$ cat src/rtl/controle_multiciclo.sv
// rtl/controle_multiciclo.sv - multicycle control unit for the RV64I-subset datapath
//
// Sequences fetch/decode/execute/memory/writeback over the shared single-ALU
// datapath and drives every write strobe, mux select and ALU operation.
// Memory-access states (FETCH, MEM_READ, MEM_WRITE) are held for MEM_LAT
// cycles each.
//
// Ports:
//   CLK, RST            clock, asynchronous active-high reset
//   opcode/funct3/funct7b5  instruction fields from IR
//   zero                ALU zero flag (combinational, used in BRANCH)
//   reset_wire          datapath register reset (RESET state only)
//   operacao            ALU operation select
//   ALU_SRC_A/B         ALU operand mux selects
//   WRITE_PC, PC_SRC    PC load and PC source select
//   MEM_INSTR_RD, WRITE_INSTRUCTION  instruction fetch and IR load
//   WRITE_AB, WRITE_ALUOUT           operand and ALUOut register loads
//   MEM_DATA_RD, MEM_DATA_WR, WRITE_MDR  data memory access and MDR load
//   REG_WRITE, MEM_TO_REG            register-file write and source select
//   trap                illegal-instruction flag (held until RST)
//   estado_atual        current state code
module controle_multiciclo #(
    parameter int MEM_LAT = 1
) (
    input  logic       CLK,
    input  logic       RST,
    input  logic [6:0] opcode,
    input  logic [2:0] funct3,
    input  logic       funct7b5,
    input  logic       zero,
    output logic       reset_wire,
    output logic [2:0] operacao,
    output logic [1:0] ALU_SRC_A,
    output logic [1:0] ALU_SRC_B,
    output logic       WRITE_PC,
    output logic       PC_SRC,
    output logic       MEM_INSTR_RD,
    output logic       WRITE_INSTRUCTION,
    output logic       WRITE_AB,
    output logic       WRITE_ALUOUT,
    output logic       MEM_DATA_RD,
    output logic       MEM_DATA_WR,
    output logic       WRITE_MDR,
    output logic       REG_WRITE,
    output logic [1:0] MEM_TO_REG,
    output logic       trap,
    output logic [3:0] estado_atual
);

    // A latency of 0 is treated as 1; the counter is 4 bits wide.
    localparam int LAT_EFF = (MEM_LAT < 1) ? 1 : ((MEM_LAT > 15) ? 15 : MEM_LAT);
    localparam logic [3:0] LAST_CNT = 4'(LAT_EFF - 1);

    localparam logic [6:0] OP_R      = 7'b0110011;
    localparam logic [6:0] OP_I      = 7'b0010011;
    localparam logic [6:0] OP_LOAD   = 7'b0000011;
    localparam logic [6:0] OP_STORE  = 7'b0100011;
    localparam logic [6:0] OP_BRANCH = 7'b1100011;
    localparam logic [6:0] OP_JAL    = 7'b1101111;
    localparam logic [6:0] OP_LUI    = 7'b0110111;

    localparam logic [2:0] ALU_PASS = 3'b000;
    localparam logic [2:0] ALU_ADD  = 3'b001;
    localparam logic [2:0] ALU_SUB  = 3'b010;
    localparam logic [2:0] ALU_AND  = 3'b011;
    localparam logic [2:0] ALU_OR   = 3'b100;
    localparam logic [2:0] ALU_XOR  = 3'b101;
    localparam logic [2:0] ALU_SLT  = 3'b110;

    typedef enum logic [3:0] {
        S_RESET     = 4'd0,
        S_FETCH     = 4'd1,
        S_DECODE    = 4'd2,
        S_EXEC_R    = 4'd3,
        S_EXEC_I    = 4'd4,
        S_ADDR      = 4'd5,
        S_MEM_READ  = 4'd6,
        S_MEM_WRITE = 4'd7,
        S_WB_ALU    = 4'd8,
        S_WB_MEM    = 4'd9,
        S_BRANCH    = 4'd10,
        S_JAL       = 4'd11,
        S_LUI       = 4'd12,
        S_PC_INC    = 4'd13,
        S_TRAP      = 4'd14
    } state_t;

    state_t     state;
    state_t     state_next;
    logic [3:0] wait_cnt;
    logic       mem_state;
    logic       last;
    logic       f3_legal;
    logic [2:0] f3_op;
    logic [2:0] r_op;
    logic       br_legal;
    logic       br_taken;

    assign mem_state = (state == S_FETCH) || (state == S_MEM_READ) || (state == S_MEM_WRITE);
    assign last      = (wait_cnt == LAST_CNT);

    always_ff @(posedge CLK or posedge RST) begin
        if (RST) begin
            state    <= S_RESET;
            wait_cnt <= 4'd0;
        end else begin
            state    <= state_next;
            // Counter runs only while a memory state is being held, so it is
            // 0 again on entry to whichever state follows.
            wait_cnt <= (mem_state && !last) ? wait_cnt + 4'd1 : 4'd0;
        end
    end

    // funct3 to ALU op shared by EXEC_R and EXEC_I; only R-type honours funct7b5.
    always_comb begin
        f3_legal = 1'b1;
        f3_op    = ALU_ADD;
        case (funct3)
            3'b000:  f3_op = ALU_ADD;
            3'b111:  f3_op = ALU_AND;
            3'b110:  f3_op = ALU_OR;
            3'b100:  f3_op = ALU_XOR;
            3'b010:  f3_op = ALU_SLT;
            default: begin
                f3_legal = 1'b0;
                f3_op    = ALU_PASS;
            end
        endcase
    end

    assign r_op     = ((funct3 == 3'b000) && funct7b5) ? ALU_SUB : f3_op;
    assign br_legal = (funct3 == 3'b000) || (funct3 == 3'b001);
    assign br_taken = (funct3 == 3'b000) ? zero : !zero;

    always_comb begin
        state_next        = state;
        reset_wire        = 1'b0;
        operacao          = ALU_PASS;
        ALU_SRC_A         = 2'b00;
        ALU_SRC_B         = 2'b00;
        WRITE_PC          = 1'b0;
        PC_SRC            = 1'b0;
        MEM_INSTR_RD      = 1'b0;
        WRITE_INSTRUCTION = 1'b0;
        WRITE_AB          = 1'b0;
        WRITE_ALUOUT      = 1'b0;
        MEM_DATA_RD       = 1'b0;
        MEM_DATA_WR       = 1'b0;
        WRITE_MDR         = 1'b0;
        REG_WRITE         = 1'b0;
        MEM_TO_REG        = 2'b00;
        trap              = 1'b0;

        case (state)
            S_RESET: begin
                reset_wire = 1'b1;
                state_next = S_FETCH;
            end
            S_FETCH: begin
                MEM_INSTR_RD = 1'b1;
                if (last) begin
                    WRITE_INSTRUCTION = 1'b1;
                    state_next        = S_DECODE;
                end
            end
            S_DECODE: begin
                // Precompute PC+imm into ALUOut as the branch/jump target.
                WRITE_AB     = 1'b1;
                ALU_SRC_A    = 2'b00;
                ALU_SRC_B    = 2'b10;
                operacao     = ALU_ADD;
                WRITE_ALUOUT = 1'b1;
                case (opcode)
                    OP_R:               state_next = S_EXEC_R;
                    OP_I:               state_next = S_EXEC_I;
                    OP_LOAD, OP_STORE:  state_next = S_ADDR;
                    OP_BRANCH:          state_next = S_BRANCH;
                    OP_JAL:             state_next = S_JAL;
                    OP_LUI:             state_next = S_LUI;
                    default:            state_next = S_TRAP;
                endcase
            end
            S_EXEC_R: begin
                if (f3_legal) begin
                    ALU_SRC_A    = 2'b01;
                    ALU_SRC_B    = 2'b00;
                    operacao     = r_op;
                    WRITE_ALUOUT = 1'b1;
                    state_next   = S_WB_ALU;
                end else begin
                    state_next = S_TRAP;
                end
            end
            S_EXEC_I: begin
                if (f3_legal) begin
                    ALU_SRC_A    = 2'b01;
                    ALU_SRC_B    = 2'b10;
                    operacao     = f3_op;
                    WRITE_ALUOUT = 1'b1;
                    state_next   = S_WB_ALU;
                end else begin
                    state_next = S_TRAP;
                end
            end
            S_ADDR: begin
                ALU_SRC_A    = 2'b01;
                ALU_SRC_B    = 2'b10;
                operacao     = ALU_ADD;
                WRITE_ALUOUT = 1'b1;
                state_next   = (opcode == OP_LOAD) ? S_MEM_READ : S_MEM_WRITE;
            end
            S_MEM_READ: begin
                MEM_DATA_RD = 1'b1;
                if (last) begin
                    WRITE_MDR  = 1'b1;
                    state_next = S_WB_MEM;
                end
            end
            S_MEM_WRITE: begin
                MEM_DATA_WR = 1'b1;
                if (last) begin
                    state_next = S_PC_INC;
                end
            end
            S_WB_ALU: begin
                REG_WRITE  = 1'b1;
                MEM_TO_REG = 2'b00;
                state_next = S_PC_INC;
            end
            S_WB_MEM: begin
                REG_WRITE  = 1'b1;
                MEM_TO_REG = 2'b01;
                state_next = S_PC_INC;
            end
            S_LUI: begin
                REG_WRITE  = 1'b1;
                MEM_TO_REG = 2'b11;
                state_next = S_PC_INC;
            end
            S_BRANCH: begin
                if (br_legal) begin
                    ALU_SRC_A = 2'b01;
                    ALU_SRC_B = 2'b00;
                    operacao  = ALU_SUB;
                    if (br_taken) begin
                        WRITE_PC   = 1'b1;
                        PC_SRC     = 1'b1;
                        state_next = S_FETCH;
                    end else begin
                        state_next = S_PC_INC;
                    end
                end else begin
                    state_next = S_TRAP;
                end
            end
            S_JAL: begin
                // Link (old PC) and jump happen on the same edge.
                REG_WRITE  = 1'b1;
                MEM_TO_REG = 2'b10;
                WRITE_PC   = 1'b1;
                PC_SRC     = 1'b1;
                state_next = S_FETCH;
            end
            S_PC_INC: begin
                ALU_SRC_A  = 2'b00;
                ALU_SRC_B  = 2'b01;
                operacao   = ALU_ADD;
                WRITE_PC   = 1'b1;
                PC_SRC     = 1'b0;
                state_next = S_FETCH;
            end
            S_TRAP: begin
                trap       = 1'b1;
                state_next = S_TRAP;
            end
            default: begin
                state_next = S_TRAP;
            end
        endcase
    end

    assign estado_atual = state;

endmodule

$ cat config.mk
export PLATFORM = sky130hd
export DESIGN_NAME = controle_multiciclo
export DESIGN_NICKNAME = d
export VERILOG_FILES = /design/src/rtl/controle_multiciclo.sv
export SDC_FILE = /design/constraint.sdc
export NUM_CORES = 1
export LEC_CHECK = 0
export ABC_AREA = 1
export ABC_CLOCK_PERIOD_IN_PS = 1430
export CORE_MARGIN = 4
export CORE_UTILIZATION = 42
export CTS_BUF_LIST = sky130_fd_sc_hd__clkbuf_16
export DETAILED_ROUTE_END_ITERATION = 10
export PLACE_DENSITY = 0.91
export SLEW_MARGIN = 20
export SYNTH_ARGS = -nofsm -noshare
export SYNTH_HDL_FRONTEND = slang
export SYNTH_SLANG_ARGS = --single-unit
export TNS_END_PERCENT = 10
$ cat constraint.sdc
create_clock -name CLK -period 1.43 [get_ports CLK]
set_input_delay 0.143 -clock CLK [delete_from_list [all_inputs] [get_ports CLK]]
set_output_delay 0.143 -clock CLK [all_outputs]
set_load 0.01 [all_outputs]
Word-level counts from Yosys, hierarchy flattened
Cells that the tools add are included.
{ "totals": {"regBits": 8, "memories": 0, "rom_bits": 0, "mem_bits_rw": 0, "latch_bits": 0, "elab_cells": 92} }
{ "op_classes": {"bitwise_logic": 0, "n_reduce_logical": 20, "mul": 0, "n_addsub": 1, "div_mod_pow": 0, "n_mux": 40, "shifts": 0, "n_eq_ne": 29, "order_cmp": 0} }
{ "op_table": {"columns": ["op", "n"], "rows": [
  ["$pmux 4 s9", 1],
  ["$eq 4x4->1 const B", 7],
  ["$mux 4", 6],
  ["$pmux 4 s6", 1],
  ["$eq 7x6->1 const B", 3],
  ["$mux 1", 18],
  ["$eq 4x3->1 const B", 4],
  ["$pmux 3 s5", 1],
  ["$eq 7x7->1 const B", 2],
  ["$mux 3", 4],
  ["$pmux 2 s3", 2],
  ["$pmux 3 s4", 1],
  ["$eq 3x3->1 const B", 3],
  ["$reduce_or 3->1", 3],
  ["$eq 4x2->1 const B", 2],
  ["$logic_not 4->1", 2],
  ["$reduce_or 2->1", 4],
  ["$eq 7x2->1 const B", 1],
  ["$eq 7x5->1 const B", 1],
  ["$ne 2x2->1 const B", 3],
  ["$pmux 1 s2", 3],
  ["$reduce_or 5->1", 1],
  ["$add 4x1->4 const B", 1],
  ["$eq 4x1->1 const B", 1],
  ["other kinds (10)", 15]
]} }

Depth between registers and ports, before layout
Gate-level depths: netlist of run 1.
{ "depth": {"word_depth": 5, "depth_mapped": 11, "ltp_nobuf": 11} }

Worst setup path before layout of run 1
OpenSTA, ideal clock, no wires.
{ "synth_path": {"path_kind": "reg2out", "start": "register state[3] (netlist: estado_atual[3])", "end": "output ALU_SRC_B[1]", "arrival_ns": 1.251, "setup_slack_ns": 0.036, "stages_incl_launch_ff": 6, "t_required_ns": 1.287, "path_buffers": 0, "path_cell_list": "dfrtp_1 > nor2_2 > inv_1 > nor2_1 > nor2_1 > o21ai_0"} }
{ "synth_between": {"elab_chain_len": 3} }
{ "synth_lines": {"columns": ["element", "line", "source"], "rows": [
  ["start, declared", "88", "state_t state;"],
  ["start signal, assigned", "107", "state <= state_next;"],
  ["$eq 4x2->1 or $eq 4x3->1 (tied branches)", "154", "case (state)"],
  ["$reduce_or 2->1 (no line)", null, null],
  ["$pmux 2 s3 *", "154", null],
  ["end, declared", "34", "output logic [1:0] ALU_SRC_B,"]
]} }
Mark *: on every way between the ends. The rest lies on a longest branch, timed or not.

Worst setup path after layout of run 1
{ "layout_path": {"start": "register state[0] (netlist: estado_atual[0])", "end": "register state[2] (netlist: estado_atual[2])"} }
{ "layout_between": {"elab_chain_len": 3} }
{ "layout_lines": {"columns": ["element", "line"], "rows": [
  ["$eq 4x4->1, or another cell as far along", "154"],
  ["$reduce_or 3->1 (no line), or another cell as far along", null],
  ["$pmux 4 s9 or $reduce_and 3->1 (tied branches)", null]
]} }
Parallel ways exist; a longest one is shown, timed or not.
A chain may end at the register's enable or synchronous reset.

==> flow_summary.yaml, run 1 <==
outcome:
  status: "complete, but fails checks"
  violations: "setup timing"
worst_setup_path:
  reg2regPathDepth: 12
  cp_max_fo: 4
  required_ps: 1550
  crit_type: "flop to flop"
  timing.critical_path.from_type: "flop"
  arrival_ps: 1910
  critPathCaptureType: "flop"
min_path:
  holdCritPathClass: "input port to asynchronous set/reset pin"
synth:
  syn_avg_cell_area_um2: 5.37
  async_flop_share_pct: 100
  synth_edf_count: 0
  yosysMostFrequentCell: "nand2_1"
  yosys.area.top_type_share_pct: 22.5
  syn-cell-area_um2: 891
  synth_area_leaders: "dfrtp_1 (22%), nand2_1 (20%), nor2_1 (16%), inv_1 (13%), nand3_1 (7.9%)"
  synthFlopType: "dfrtp_1"
  yosysUniqueCellTypes: 19
  synth_nets: 182
  synth_area_leader_cell: "dfrtp_1"
  synth_cells: 166
  synth_common_cells: "nand2_1 (47), nor2_1 (38), inv_1 (31)"
  yosys_warnings: 0
  ys_seq_elements: 8
  seq_area_frac_synth_pct: 22.5
timing:
  finalMaxSlewViolations: 0
  setup_total_negative_slack_ps: -5410
  post-route-period-util_pct: 125
  max_freq_ghz: 0.557
  finClkSkew_ps: 1.12
  hold_viol_final: 0
  period_needed_ps: 1790
  setup_ws_ps: -364
  setup_violations: 27
  grt_setup_unrepaired: "true"
clock_network:
  cts_root_buf: "clkbuf_16"
  holdBufCountCts: 0
  clock_latency_ps: 230
  ctsLongestPathBuffers: 2
  numCtsBuffers: 3
  clkSlewWorstSetupHoldPaths_ps: 40
  numClockSinks: 8
  cts-htree-levels: 1
  cts_tree: "built"
drt:
  route.detailed.drc: 0
  finalWirelength_mm: 4.97
  first_pass_iters: 5
  via_count: 1555
  dr.first_iter.drc_count: 88
  routedWlPerCell_um: 18.6
  vias_per_cell: 5.82
  ant_nets: 0
die:
  rows: 16
  core_um2: 1980
  io_pins: 39
  die_x_um: 54.1
  fp.dieH_um: 54.1
  die_area_um2: 2920
  start_util_pct: 44.9
final_layout:
  nNetsFinal: 258
  final-seq-area_um2: 203
  final_area_um2: 1740
  nFillCells: 87
  drive_gt1_share_pct: 43.8
  finalCoreUtilization_pct: 87.7
  n_antenna_cell: 0
  area_growth_pct: 95.1
  multi_input_area_um2: 714
placed_design:
  portBuffers: 37
  place_area_um2: 1510
  globalplace.congestion: 0.868
  dp_hpwl_mm: 2.43
power:
  peakVddDrop_v: 0.00154
  power_leakage_nw: 0.998
  power_density_nw_per_um2: 2000
global_route:
  gr-total-overflow: 0
  track_usage_pct: 28.6
  grt_max_degree: 9
  grt_pass1_wl_mm: 5.97
  grt_pass1_vias: 1409
  antenna_found_initial: 0
job:
  drv_cap: 0
flip-flops by register name, summed over array words and instances (netlist names):
signal        flops
wait_cnt          4
estado_atual      4
worst max-delay path: stages, from the launching register on:
cell     delay, ps
dfrtp_2        450
inv_2           90
nor2_2          50
buf_4          160
nand2_2        100
buf_4          140
nand2_2         70
nand2_4         60
nand2_1         80
nor2_1         170
nand3_1        140
nand2_1        110
inv_1           60
power breakdown:
part           switching [mW]  internal, mW  leakage (nW)  total, mW
logic                    1.50          1.09         0.859       2.59
registers               0.114         0.298         0.102      0.412
clock network           0.115         0.361        0.0370      0.476
path summary, 6_finish.rpt:
check	from	end	slack (ps)
worst min-delay path	RST	estado_atual[2]$_DFFE_PP0P_	170
worst max register to register	estado_atual[0]$_DFFE_PP0P_	estado_atual[2]$_DFFE_PP0P_	-360
worst min register to register	wait_cnt[0]$_DFF_PP0_	wait_cnt[0]$_DFF_PP0_	540
worst max-delay path	estado_atual[0]$_DFFE_PP0P_	estado_atual[2]$_DFFE_PP0P_	-360
min in group CLK	wait_cnt[0]$_DFF_PP0_	wait_cnt[0]$_DFF_PP0_	540
max in group asynchronous	RST	estado_atual[1]$_DFFE_PP0P_	990
per-layer routing:
metal,routed length [um],track usage (%)
met5,0,0
met1,1590,24.8
met2,2390,56.0
met3,560,5.26
met4,430,22.4
through the flow:
stage                     setup WS (ps)  total power, mW  hold slack (ps)  std cells
after floorplan                    36.0             1.25            -41.3        166
after global placement             -425             2.31              397        259
after detailed placement           -479             2.40              407        259
after CTS                          -201             2.98              166        267
after global routing               -414             3.63              195        267
final                              -364             3.48              168        267
kinds of logic (layout without fill, tap and decap cells):
group / count (synthesis) / count (layout) / synth area share [%]
AOI/OAI and AO/OA: 13 / 13 / 7.58
xor gates and xnor gates: 3 / 3 / 2.95
adders and majority gates: 2 / 2 / 2.81
buffers and inverters: 32 / 106 / 13.9
DFF: 8 / 8 / 22.5
other: 1 / 1 / 0.421
and+or+nand+nor: 107 / 107 / 49.9
area by class of cell:
class | count | area share [%]
clock buffers | 3 | 4.32
inverters | 31 | 6.98
multi-input cells | 126 | 41.1
repair buffers | 72 | 34.0
flip-flops and latches | 8 | 11.7
well taps | 27 | 1.94
what timing repair did:
action                     4_1_cts  5_1_grt
setup buffers                    6        1
gates resized for setup        107       30
setup endpoints to repair       26       27
pin swaps                       13       10
cell usage in the layout (no fill, tap or decap), drive strengths merged:
| cell type | netlist | routed |
|---|---|---|
| xor2 | 2 | 2 |
| xnor2 | 1 | 1 |
| nand3b | 1 | 1 |
| nand4 | 1 | 1 |
| nor3 | 1 | 1 |
| dlygate4sd2 | 0 | 4 |
| clkbuf | 0 | 5 |
| clkdlybuf4s50 | 0 | 13 |
| nor2 | 40 | 40 |
| o21ai | 8 | 8 |
| buf | 1 | 47 |
| nand2 | 50 | 50 |
| a21oi | 4 | 4 |
| inv | 31 | 31 |
| dfrtp | 8 | 8 |
| ha | 2 | 2 |
| clkdlybuf4s15 | 0 | 6 |
| conb | 1 | 1 |
| o211ai | 1 | 1 |
| nand3 | 14 | 14 |
No activity file was read; power rests on OpenSTA's default activity.
==> inputs of run 2 (changes only) <==
Settings changed: ABC_CLOCK_PERIOD_IN_PS 1430 to 1800, CORE_UTILIZATION 42 to 30, PLACE_DENSITY 0.91 to 0.71.
Clock period 1.43 ns to 1.8 ns, I/O delays scaled along.
==> run 2 against run 1 <==
  * The flow now finishes without violations
  * Die area is 34% higher
  * Via count shrank 23%
  * Design area decreased by 9.1%
  * Power decreased by 37%
  * Largest power group unchanged
  * Critical path depth decreased by 5
==> flow_summary.yaml, run 2 (synthesized netlist as in run 1, its figures left out) <==
worst_setup_path:
  path_cells: "buf_4 > inv_1 > nand2_1 > nor2_2 > nand3_1 > nand3_1 > dlygate4sd2_1"
  r2r_start: "estado_atual[2]$_DFFE_PP0P_"
  critPathCaptureType: "output port"
  crit_top_cell: "nand3_1"
  critPathSlowestCell: "dfrtp_1"
  arrival_ps: 1570
  reg2regPathDepth: 12
  timing.critical_path.from_type: "flop"
  required_ps: 1620
  max_stage_delay_ps: 410
  cp_max_fo: 3
  crit_type: "flop to output port"
  r2r_slack_ps: 170
  regToRegEndpoint: "estado_atual[0]$_DFFE_PP0P_"
die:
  core_um2: 2810
  rows: 19
  start_util_pct: 31.8
  fp.dieH_um: 62.5
  die_area_um2: 3910
  io_pins: 39
  die_x_um: 62.5
final_layout:
  n_antenna_cell: 0
  area_growth_pct: 77.4
  nNetsFinal: 249
  layout_commonest_cell: "nand2_1"
  layout_common_cells: "nand2_1 (43), inv_1 (31), nor2_1 (29)"
  drive_gt1_share_pct: 22.1
  layoutNonFillerInstCount: 262
clock_network:
  numCtsBuffers: 3
  ctsLongestPathBuffers: 2
  holdBufCountCts: 0
  cts_tree: "built"
  cts-htree-levels: 1
  clkSlewWorstSetupHoldPaths_ps: 40
  cts_root_buf: "clkbuf_16"
  clock_latency_ps: 230
  numClockSinks: 8
outcome:
  status: "completed"
placed_design:
  dp_hpwl_mm: 2.16
  globalplace.congestion: 0.872
  portBuffers: 37
  dp_cells: 258
drt:
  routedWlPerCell_um: 10.1
  ant_nets: 0
  vias_per_cell: 4.56
  finalWirelength_mm: 2.65
  via_count: 1195
  first_pass_iters: 4
  dr.first_iter.drc_count: 45
  route.detailed.drc: 0
timing:
  period_needed_ps: 1750
  hold_viol_final: 0
  grt_setup_unrepaired: "true"
  max_freq_ghz: 0.570
  post-route-period-util_pct: 97.4
  holdWs_ps: 204
  setup_violations: 0
  finClkSkew_ps: 0.832
  finalMaxSlewViolations: 0
global_route:
  gr-total-overflow: 0
  grt_max_degree: 9
  track_usage_pct: 13.9
  antenna_found_initial: 0
  grt_pass1_vias: 1099
  grt_pass1_wl_mm: 4.58
power:
  peakVddDrop_v: 0.000599
  power_density_nw_per_um2: 1390
  power_leakage_nw: 0.989
min_path:
  holdCritPathClass: "input port to asynchronous set/reset pin"
job:
  drv_cap: 0
run 2: area by class of cell:
type	instances	area [um2]
tap	31	38.8
inverter	31	116
fill	267	1220
sequential	8	200
clock buffer	3	75.1
multi-input combinational	126	603
timing repair buffer	63	547
run 2: worst max path at each step:
stage | start | end | slack [ps]
final | estado_atual[2]$_DFFE_PP0P_ | WRITE_PC | 50
after global routing | estado_atual[0]$_DFFE_PP0P_ | ALU_SRC_A[0] | -100
after CTS | estado_atual[2]$_DFFE_PP0P_ | MEM_TO_REG[1] | -150
after detailed placement | funct3[0] | operacao[0] | -170
after global placement | funct3[0] | operacao[0] | -140
after floorplan | estado_atual[3]$_DFFE_PP0P_ | ALU_SRC_B[1] | 370
run 2: timing repair:
action,in CTS,in global routing
gates resized for setup,22,20
hold endpoints to repair,0,0
gates cloned,0,0
setup endpoints to repair,17,16
pin swaps,2,1
setup buffers,1,0
run 2: layer usage:
layer / track usage, % / share of wire, % / up-vias
met5: 0 / 0 / -
met2: 25.3 / 49 / 36
li1: - / - / 635
met1: 16.4 / 46 / 524
met4: 5.23 / 0 / 0
met3: 1.98 / 5.6 / 0
run 2: report_power, final:
part	switching, mW	internal, mW
clock	0.0867	0.286
sequential	0.0482	0.233
combinational	0.779	0.755
run 2: metrics by stage:
step                      area (um2)  util [%]  worst slack [ps]  power, mW  TNS (ps)
after floorplan                  891         -               369      0.991         0
after global placement          1480      52.8              -140       1.86      -580
after detailed placement        1480      52.8              -174       1.87      -697
after CTS                       1560      55.6              -150       2.19      -275
after global routing            1580      56.3             -99.0       2.38      -216
final                           1580      56.3              46.8       2.19         0
run 2: critical path, delay by kind of cell, from the launching register on:
| family | cells | cell delay, ps |
|---|---|---|
| flip-flops | 1 | 410 |
| buffers and inverters | 3 | 470 |
| AND/OR/NAND/NOR | 4 | 450 |
